`src/rtl/seq_detect_pkg.sv`:
```
// Shared constants and elaboration-time helpers for the serial pattern detectors
// and the 7-segment displays.
package seq_detect_pkg;

    localparam logic [7:0] SEG_BLANK = 8'hFF;

    typedef enum logic [3:0] {ST[16]} state_e;

    // Entry k holds the next state from state k for one input bit value.
    typedef logic [15:0][3:0] trans_t;

    function automatic logic [7:0] hex_to_seg(input logic [3:0] h);
        case (h)
            4'h0: return 8'hC0;
            4'h1: return 8'hF9;
            4'h2: return 8'hA4;
            4'h3: return 8'hB0;
            4'h4: return 8'h99;
            4'h5: return 8'h92;
            4'h6: return 8'h82;
            4'h7: return 8'hF8;
            4'h8: return 8'h80;
            4'h9: return 8'h90;
            4'hA: return 8'h88;
            4'hB: return 8'h83;
            4'hC: return 8'hC6;
            4'hD: return 8'hA1;
            4'hE: return 8'h86;
            4'hF: return 8'h8E;
            default: return SEG_BLANK;
        endcase
    endfunction

    // Longest proper prefix (length < len) that is a suffix of the first k
    // pattern bits followed by b. Pattern bit i of the prefix is pattern[len-1-i].
    function automatic int unsigned kmp_next(input logic [15:0] pattern, input int unsigned len,
                                             input int unsigned k, input logic b);
        int unsigned best;
        int unsigned p;
        logic ok;
        logic sb;
        best = 0;
        for (int unsigned j = 1; j <= k + 1; j++) begin
            if (j < len) begin
                ok = 1'b1;
                for (int unsigned m = 0; m < j; m++) begin
                    p  = k + 1 - j + m;
                    sb = (p == k) ? b : pattern[len-1-p];
                    if (sb != pattern[len-1-m]) ok = 1'b0;
                end
                if (ok) best = j;
            end
        end
        return best;
    endfunction

    function automatic int unsigned kmp_fail(input logic [15:0] pattern, input int unsigned len);
        int unsigned best;
        logic ok;
        best = 0;
        for (int unsigned j = 1; j < len; j++) begin
            ok = 1'b1;
            for (int unsigned m = 0; m < j; m++) begin
                if (pattern[j-1-m] != pattern[len-1-m]) ok = 1'b0;
            end
            if (ok) best = j;
        end
        return best;
    endfunction

    function automatic trans_t build_trans(input logic [15:0] pattern, input int unsigned len,
                                           input logic b, input bit overlap);
        trans_t t;
        t = '0;
        for (int unsigned k = 0; k < len; k++) begin
            if (k == len - 1 && b == pattern[0])
                t[k] = overlap ? 4'(kmp_fail(pattern, len)) : 4'd0;
            else
                t[k] = 4'(kmp_next(pattern, len, k, b));
        end
        return t;
    endfunction

endpackage

```
`src/rtl/seq_detect_mealy_param_seg7_hex_decoder.sv`:
```
// Active-low hex to 7-segment decoder; decimal point (bit 7) is always off.
module seg7_hex_decoder
    import seq_detect_pkg::*;
(
    input  logic [3:0] hex_i,
    output logic [7:0] seg_o
);

    assign seg_o = hex_to_seg(hex_i);

endmodule

```
`src/rtl/seq_detect_mealy_param.sv`:
```
// Parametrised Mealy serial-pattern detector (KMP automaton) with saturating
// match counter and 7-segment display of the current state index.
module seq_detect_mealy_param
    import seq_detect_pkg::*;
#(
    parameter int unsigned     LEN     = 4,
    parameter logic [LEN-1:0]  PATTERN = 4'b1100,
    parameter bit              OVERLAP = 1'b1,
    parameter int unsigned     CNT_W   = 8
) (
    input  logic             Clock,
    input  logic             Reset,
    input  logic             x,
    input  logic             x_valid,
    input  logic             cnt_clr,
    output logic             y,
    output logic             y_q,
    output logic [3:0]       state_idx,
    output logic [CNT_W-1:0] match_cnt,
    output logic [7:0]       st_literal
);

    if (LEN < 2 || LEN > 16) begin : g_len_chk
        $error("seq_detect_mealy_param: LEN must be in 2..16");
    end
    if (CNT_W < 1 || CNT_W > 32) begin : g_cnt_chk
        $error("seq_detect_mealy_param: CNT_W must be in 1..32");
    end

    localparam trans_t           NXT0    = build_trans(16'(PATTERN), LEN, 1'b0, OVERLAP);
    localparam trans_t           NXT1    = build_trans(16'(PATTERN), LEN, 1'b1, OVERLAP);
    localparam logic [3:0]       LAST    = 4'(LEN - 1);
    localparam logic [CNT_W-1:0] CNT_ONE = CNT_W'(1);

    state_e           state_q, state_d;
    logic             yq_q;
    logic [CNT_W-1:0] cnt_q;

    always_comb begin
        state_d = state_q;
        y       = 1'b0;
        if (x_valid) begin
            y       = (state_q == state_e'(LAST)) && (x == PATTERN[0]);
            state_d = state_e'(x ? NXT1[state_q] : NXT0[state_q]);
        end
    end

    always_ff @(posedge Clock) begin
        if (Reset) begin
            state_q <= ST0;
            yq_q    <= 1'b0;
        end else begin
            state_q <= state_d;
            yq_q    <= y;
        end
    end

    // Clear beats a simultaneous match; the count sticks at all-ones.
    always_ff @(posedge Clock) begin
        if (Reset || cnt_clr)
            cnt_q <= '0;
        else if (y && cnt_q != '1)
            cnt_q <= cnt_q + CNT_ONE;
    end

    assign y_q       = yq_q;
    assign state_idx = state_q;
    assign match_cnt = cnt_q;

    seg7_hex_decoder u_seg (
        .hex_i (state_idx),
        .seg_o (st_literal)
    );

endmodule
```
`config.mk`:
```
export PLATFORM = sky130hd
export DESIGN_NAME = seq_detect_mealy_param
export DESIGN_NICKNAME = d
export VERILOG_FILES = /design/src/rtl/seq_detect_pkg.sv /design/src/rtl/seq_detect_mealy_param_seg7_hex_decoder.sv /design/src/rtl/seq_detect_mealy_param.sv
export SDC_FILE = /design/constraint.sdc
export NUM_CORES = 1
export LEC_CHECK = 0
export BUFFER_PORTS_ARGS = -buffer_cell sky130_fd_sc_hd__buf_4
export CAP_MARGIN = 10
export CORE_MARGIN = 8
export CORE_UTILIZATION = 33
export CTS_BUF_LIST = sky130_fd_sc_hd__clkbuf_4 sky130_fd_sc_hd__clkbuf_8 sky130_fd_sc_hd__clkbuf_16
export DETAILED_ROUTE_END_ITERATION = 10
export PLACE_DENSITY_LB_ADDON = 0.15
export SLEW_MARGIN = 25
export SYNTH_ARGS = -nofsm -noshare
export SYNTH_HDL_FRONTEND = slang
export SYNTH_SLANG_ARGS = --single-unit
```
`constraint.sdc`:
```
create_clock -name Clock -period 1.4 [get_ports Clock]
set_input_delay 0.07 -clock Clock [delete_from_list [all_inputs] [get_ports Clock]]
set_output_delay 0.07 -clock Clock [all_outputs]
set_load 0.01 [all_outputs]
```
==> metrics.cfg, run 1 <==
[outcome]
status = complete, no violations

[final_layout]
layout_commonest_cell = buf_4
area_growth_pct = 43.8
drive_above_1_share = 0.478
fin_nets = 123
final_cells = 143
mostFrequentLayoutCells = buf_4, dfxtp_1, nor2_1
antennaDiodeCount = 0
stdcell_area_sq_um = 1130
utilization = 0.504

[power_and_ir_drop]
power_density_nw_per_um2 = 870
p_leak_nw = 0.532
ir_drop_mv = 0.696
p_total_mw = 0.980

[place]
placedInstanceArea_sq_um = 1010
post-place-ws_ns = 0.0219
dp_hpwl_um = 1380
port_buffers = 22
dp.cells = 138
place.gp.congestion = 0.815

[detailed_routing]
drtIter0Drc = 3
vias = 647
dr.pass1.iters = 4
remaining_drc_errors = 0
final_antenna_net_count = 0
via_per_inst = 4.52
drt_wl_total_um = 1760
routedWlPerCell_um = 12.3

[yosys]
netlist-cell-type-count = 28
avgSynthCellArea_sq_um = 9.21
synth_edf_count = 0
synthCells = 85
yosysSeqAreaShare = 0.486
syn_area_sq_um = 783
yosysWarnings = 0
ys_ff_latch = 19
synth_flop_cell = dfxtp_1
synthArstFlopShare = 0

[critical_path]
r2r_cells = 5
critPathBufInv = 1
crit_arrival_ns = 1.55
slowest_delay_ns = 0.39
cp_data_required_time_ns = 1.61
cp_max_fo = 2
path_delay_family = simple AND/OR/NAND/NOR gates
crit_type = reg2reg
r2r_slack_ns = 0.06
worstPathCellList = mux2i_1 > and2_1 > or3_4 > ha_4 > inv_1
crit_path_start_kind = flop
endpoint_kind = flop
critPathSlowestCell = or3_4

[grt]
grt_pass1_wl_um = 2930
track_usage = 0.0867
grt_pass1_vias = 646
grt_max_degree = 12
grt_overflow = 0
antenna_found_initial = 0

[sta]
finalSetupViolations = 0
period_share = 0.956
skew_ns = 0.00745
worst_slack_ns = 0.0622
drv_slew = 0
hold_viol_final = 0
finalCriticalPeriod_ns = 1.34
fmax_mhz = 748

[clock_tree]
clk-insertion-delay-late_ns = 0.29
path_clk_slew_ns = 0.11
cts_tree = yes
cts_buffers = 3
cts_root_buffer = clkbuf_4
cts_max_level = 1
clockBufferDepth = 2
clock-sinks = 19
cts_setup_buffers = 0

[floorplanning]
die_w_um = 64.7
initial_core_util = 0.351
die_h_um = 64.7
io_pins = 27
num_rows = 17
die_area_sq_um = 4190
coreArea_sq_um = 2230

[min_path]
hold_end = match_cnt[4]$_SDFFE_PP0P_
hp-start = cnt_clr
holdPathStages = 4
hp-class = in2reg

[run]
drv_cap = 0

-- per-stage QoR --
stage / setup TNS [ns] / hold slack (ns)
3_3_place_gp: 0 / 0.275
5_1_grt: -0.00640 / 0.0739
2_1_floorplan: 0 / 0.142
3_5_place_dp: 0 / 0.274
6_report: 0 / 0.0864
4_1_cts: 0 / 0.0564
-- metal layers --
layer,share of wire,up-vias,wire length [um],GRT usage
li1,-,333,-,-
met1,0.47,290,835,0.108
met2,0.43,20,750,0.125
met3,0.084,4,148,0.0378
met4,0.015,0,26,0.0409
met5,0,-,0,0
-- where the power goes --
| group | switching [mW] | internal [mW] | leakage [nW] |
|---|---|---|---|
| sequential | 0.0123 | 0.570 | 0.159 |
| clock | 0.164 | 0.106 | 0.0177 |
| combinational | 0.0614 | 0.0662 | 0.355 |
-- worst max-delay path by stage --
stage                     depth (start not counted)  slack, ns                      start                   endpoint
after floorplan                                   5      0.005  match_cnt[0]$_SDFFE_PP0P_  match_cnt[4]$_SDFFE_PP0P_
after global placement                            5       0.06                       flop                       flop
after detailed placement                          5       0.02                       flop                       flop
after CTS                                         5      0.003                       flop                       flop
after global routing                              5     -0.006  match_cnt[0]$_SDFFE_PP0P_  match_cnt[3]$_SDFFE_PP0P_
final                                             5       0.06                       flop                       flop
-- Yosys cell counts (all sizes together), types with 3 or more instances --
master	number	share of area
mux2i	4	0.051
or3	3	0.024
inv	6	0.029
nand3	4	0.026
nor3	3	0.019
dfxtp	19	0.49
nand2	4	0.019
buf	6	0.054
nor2	12	0.058
-- kinds of logic (layout without fill, tap and decap cells) --
group / count (synthesis) / after routing / share of synthesized area
mux: 4 / 4 / 0.0511
other cells: 2 / 4 / 0.00959
compound gates: 7 / 7 / 0.0655
simple gates: 35 / 35 / 0.241
fa+ha+maj: 2 / 2 / 0.0319
xor+xnor: 2 / 2 / 0.0224
flops: 19 / 19 / 0.486
buf+inv: 14 / 42 / 0.0927
-- worst reg2reg max path: stages, from the launching register on --
cell and delay (ns):
dfxtp_1 0.34, mux2i_1 0.06, and2_1 0.15, or3_4 0.39, ha_4 0.28, inv_1 0.03
-- repair_timing --
item,CTS,global route
endpoints found under the hold margin,1,0
setup endpoints to repair,0,8
resized for setup,0,21
hold buffers,1,0
-- area by class of cell --
class,instances,area [sq um]
Clock buffer,3,22.5
Fill cell,231,1110
Clock inverter,1,5.00
Inverter,6,22.5
Tap cell,28,35.0
Sequential cell,19,390
Multi-Input combinational cell,54,408
Timing Repair Buffer,32,243
(Power assumes the default switching activity.)
==> run 2: changes to the inputs <==
--- a/config.mk
+++ b/config.mk
@@ -7,6 +7,7 @@
 export LEC_CHECK = 0
 export BUFFER_PORTS_ARGS = -buffer_cell sky130_fd_sc_hd__buf_4
 export CAP_MARGIN = 10
+export CORE_ASPECT_RATIO = 1.2
 export CORE_MARGIN = 8
 export CORE_UTILIZATION = 33
 export CTS_BUF_LIST = sky130_fd_sc_hd__clkbuf_4 sky130_fd_sc_hd__clkbuf_8 sky130_fd_sc_hd__clkbuf_16
==> constraint.sdc (replaced) <==
create_clock -name Clock -period 1.3 [get_ports Clock]
set_input_delay 0.065 -clock Clock [delete_from_list [all_inputs] [get_ports Clock]]
set_output_delay 0.065 -clock Clock [all_outputs]
set_load 0.01 [all_outputs]
==> metrics.cfg, run 2 (synthesized netlist as in run 1, its figures left out) <==
[critical_path]
r2r_slack_ns = -0.002  ; -0.06 ns
cp_data_required_time_ns = 1.55  ; -0.06 ns
cp_max_fo = 4  ; +2
crit_type = reg2reg
reg2reg_to = match_cnt[4]$_SDFFE_PP0P_
crit_path_start_kind = flop
endpoint_kind = flop
r2r-start = match_cnt[0]$_SDFFE_PP0P_
critPathSlowestCell = or4_1
r2r_cells = 5  ; unchanged
path_delay_family = simple AND/OR/NAND/NOR gates
critPathBufInv = 0  ; -1
slowest_delay_ns = 0.46  ; +0.07 ns
crit_arrival_ns = 1.55  ; about the same
worstPathCellList = ha_4 > nand3_4 > o21ai_4 > or4_1 > nand2_1

[clock_tree]
clockBufferDepth = 2  ; unchanged
path_clk_slew_ns = 0.10  ; about the same
cts_tree = yes
cts_max_level = 1  ; unchanged
clk-insertion-delay-late_ns = 0.30  ; about the same
clock-sinks = 19  ; unchanged
cts_root_buffer = clkbuf_4
cts_buffers = 3  ; unchanged

[detailed_routing]
dr.pass1.iters = 4  ; unchanged
via_per_inst = 4.46  ; -1.5%
remaining_drc_errors = 0  ; unchanged
vias = 682  ; +5.4%
routedWlPerCell_um = 11.5  ; -6.6%
drt_wl_total_um = 1760  ; -0.11%
final_antenna_net_count = 0  ; unchanged
drtIter0Drc = 12  ; +9

[final_layout]
antennaDiodeCount = 0  ; unchanged
area_growth_pct = 53.0
layout_commonest_cell = buf_4
drive_above_1_share = 0.525  ; +0.0463
mostFrequentLayoutCells = buf_4, nor2_1, dfxtp_1
fin_nets = 130  ; +5.7%
stdcell_area_sq_um = 1200  ; +6.4%
utilization = 0.525  ; +0.0210

[sta]
rsz0062_at_grt = true
drv_slew = 0  ; unchanged
skew_ns = 0.00628  ; -0.00116 ns
finalCriticalPeriod_ns = 1.30  ; -0.0355 ns
fmax_mhz = 768  ; +2.7%
worst_slack_ns = -0.00231  ; -0.0645 ns
period_share = 1.00  ; +0.0462
hold_viol_final = 0  ; unchanged
finalSetupViolations = 2  ; +2
holdWs_ns = 0.0646  ; -0.0218 ns

[grt]
antenna_found_initial = 0  ; unchanged
grt_pass1_vias = 636  ; -1.5%
grt_pass1_wl_um = 2820  ; -3.5%
grt_overflow = 0  ; unchanged
grt_max_degree = 12  ; unchanged
track_usage = 0.0873  ; +0.000621

[place]
placedInstanceArea_sq_um = 1090  ; +7.8%
dp_hpwl_um = 1380  ; +0.33%
port_buffers = 22  ; unchanged
place.gp.congestion = 0.726  ; -11%

[run]
drv_cap = 0  ; unchanged

[power_and_ir_drop]
power_density_nw_per_um2 = 891  ; +2.4%
p_leak_nw = 0.566  ; +6.5%
ir_drop_mv = 0.561  ; -19%

[floorplanning]
num_rows = 19  ; +2
coreArea_sq_um = 2280  ; +2.2%
die_w_um = 60.5  ; -6.6%
die_h_um = 69.4  ; +7.2%
die_area_sq_um = 4200  ; +0.15%
io_pins = 27  ; unchanged
initial_core_util = 0.343  ; -0.00750

[outcome]
status = finished with violations
violations = setup timing

[min_path]
holdPathStages = 4  ; unchanged
hp-start = cnt_clr
hp-class = in2reg
hold_end = match_cnt[4]$_SDFFE_PP0P_

run 2: worst min-delay path, cell delays in order:
cell and delay [ns]:
buf_4 0.08, nor2_1 0.05, o211ai_1 0.08, nand2_1 0.05
run 2: routing by layer:
| layer | vias up | global-route usage | wire (um) |
|---|---|---|---|
| li1 | 350 | - | - |
| met1 | 311 | 0.102 | 716 |
| met2 | 16 | 0.129 | 883 |
| met3 | 5 | 0.0278 | 106 |
| met4 | 0 | 0.0597 | 53 |
| met5 | - | 0 | 0 |
run 2: area by class of cell:
cell class	count	area, sq um
clock inverter	1	5.00
sequential	19	393
tap	31	38.8
fill	232	1080
clock buffer	3	22.5
inverter	6	25.0
multi-input combinational	54	415
timing repair buffer	39	299
run 2: repair_timing:
action,in CTS,in global routing
resized for setup,11,9
setup buffers,0,0
pin swaps,3,6
endpoints found under the setup margin,6,11
endpoints found under the hold margin,1,0
hold buffers,1,0
run 2: how the worst max path moves through the flow:
stage,start,endpoint,slack (ns),cells past startpoint
after global placement,flop,flop,-0.006,5
final,match_cnt[0]$_SDFFE_PP0P_,match_cnt[4]$_SDFFE_PP0P_,-0.002,5
after global routing,flop,flop,-0.05,5
after CTS,flop,flop,-0.01,5
after detailed placement,flop,flop,-0.04,5
after floorplan,flop,flop,-0.05,6
run 2: power breakdown:
| part | internal (mW) | total [mW] | leakage, nW | switching [mW] |
|---|---|---|---|---|
| Clock | 0.115 | 0.298 | 0.0177 | 0.183 |
| Sequential | 0.613 | 0.626 | 0.159 | 0.0130 |
| Combinational | 0.0773 | 0.144 | 0.389 | 0.0670 |
run 2: per-stage QoR:
stage	setup TNS [ns]	total power, mW	worst slack, ns	cells
floorplan	-0.126	0.719	-0.0470	87
global placement	-0.0102	0.772	-0.00592	148
detailed placement	-0.0831	0.775	-0.0391	148
CTS	-0.0174	1.09	-0.0129	153
global route	-0.213	1.12	-0.0490	153
finish	-0.00425	1.07	-0.00231	153
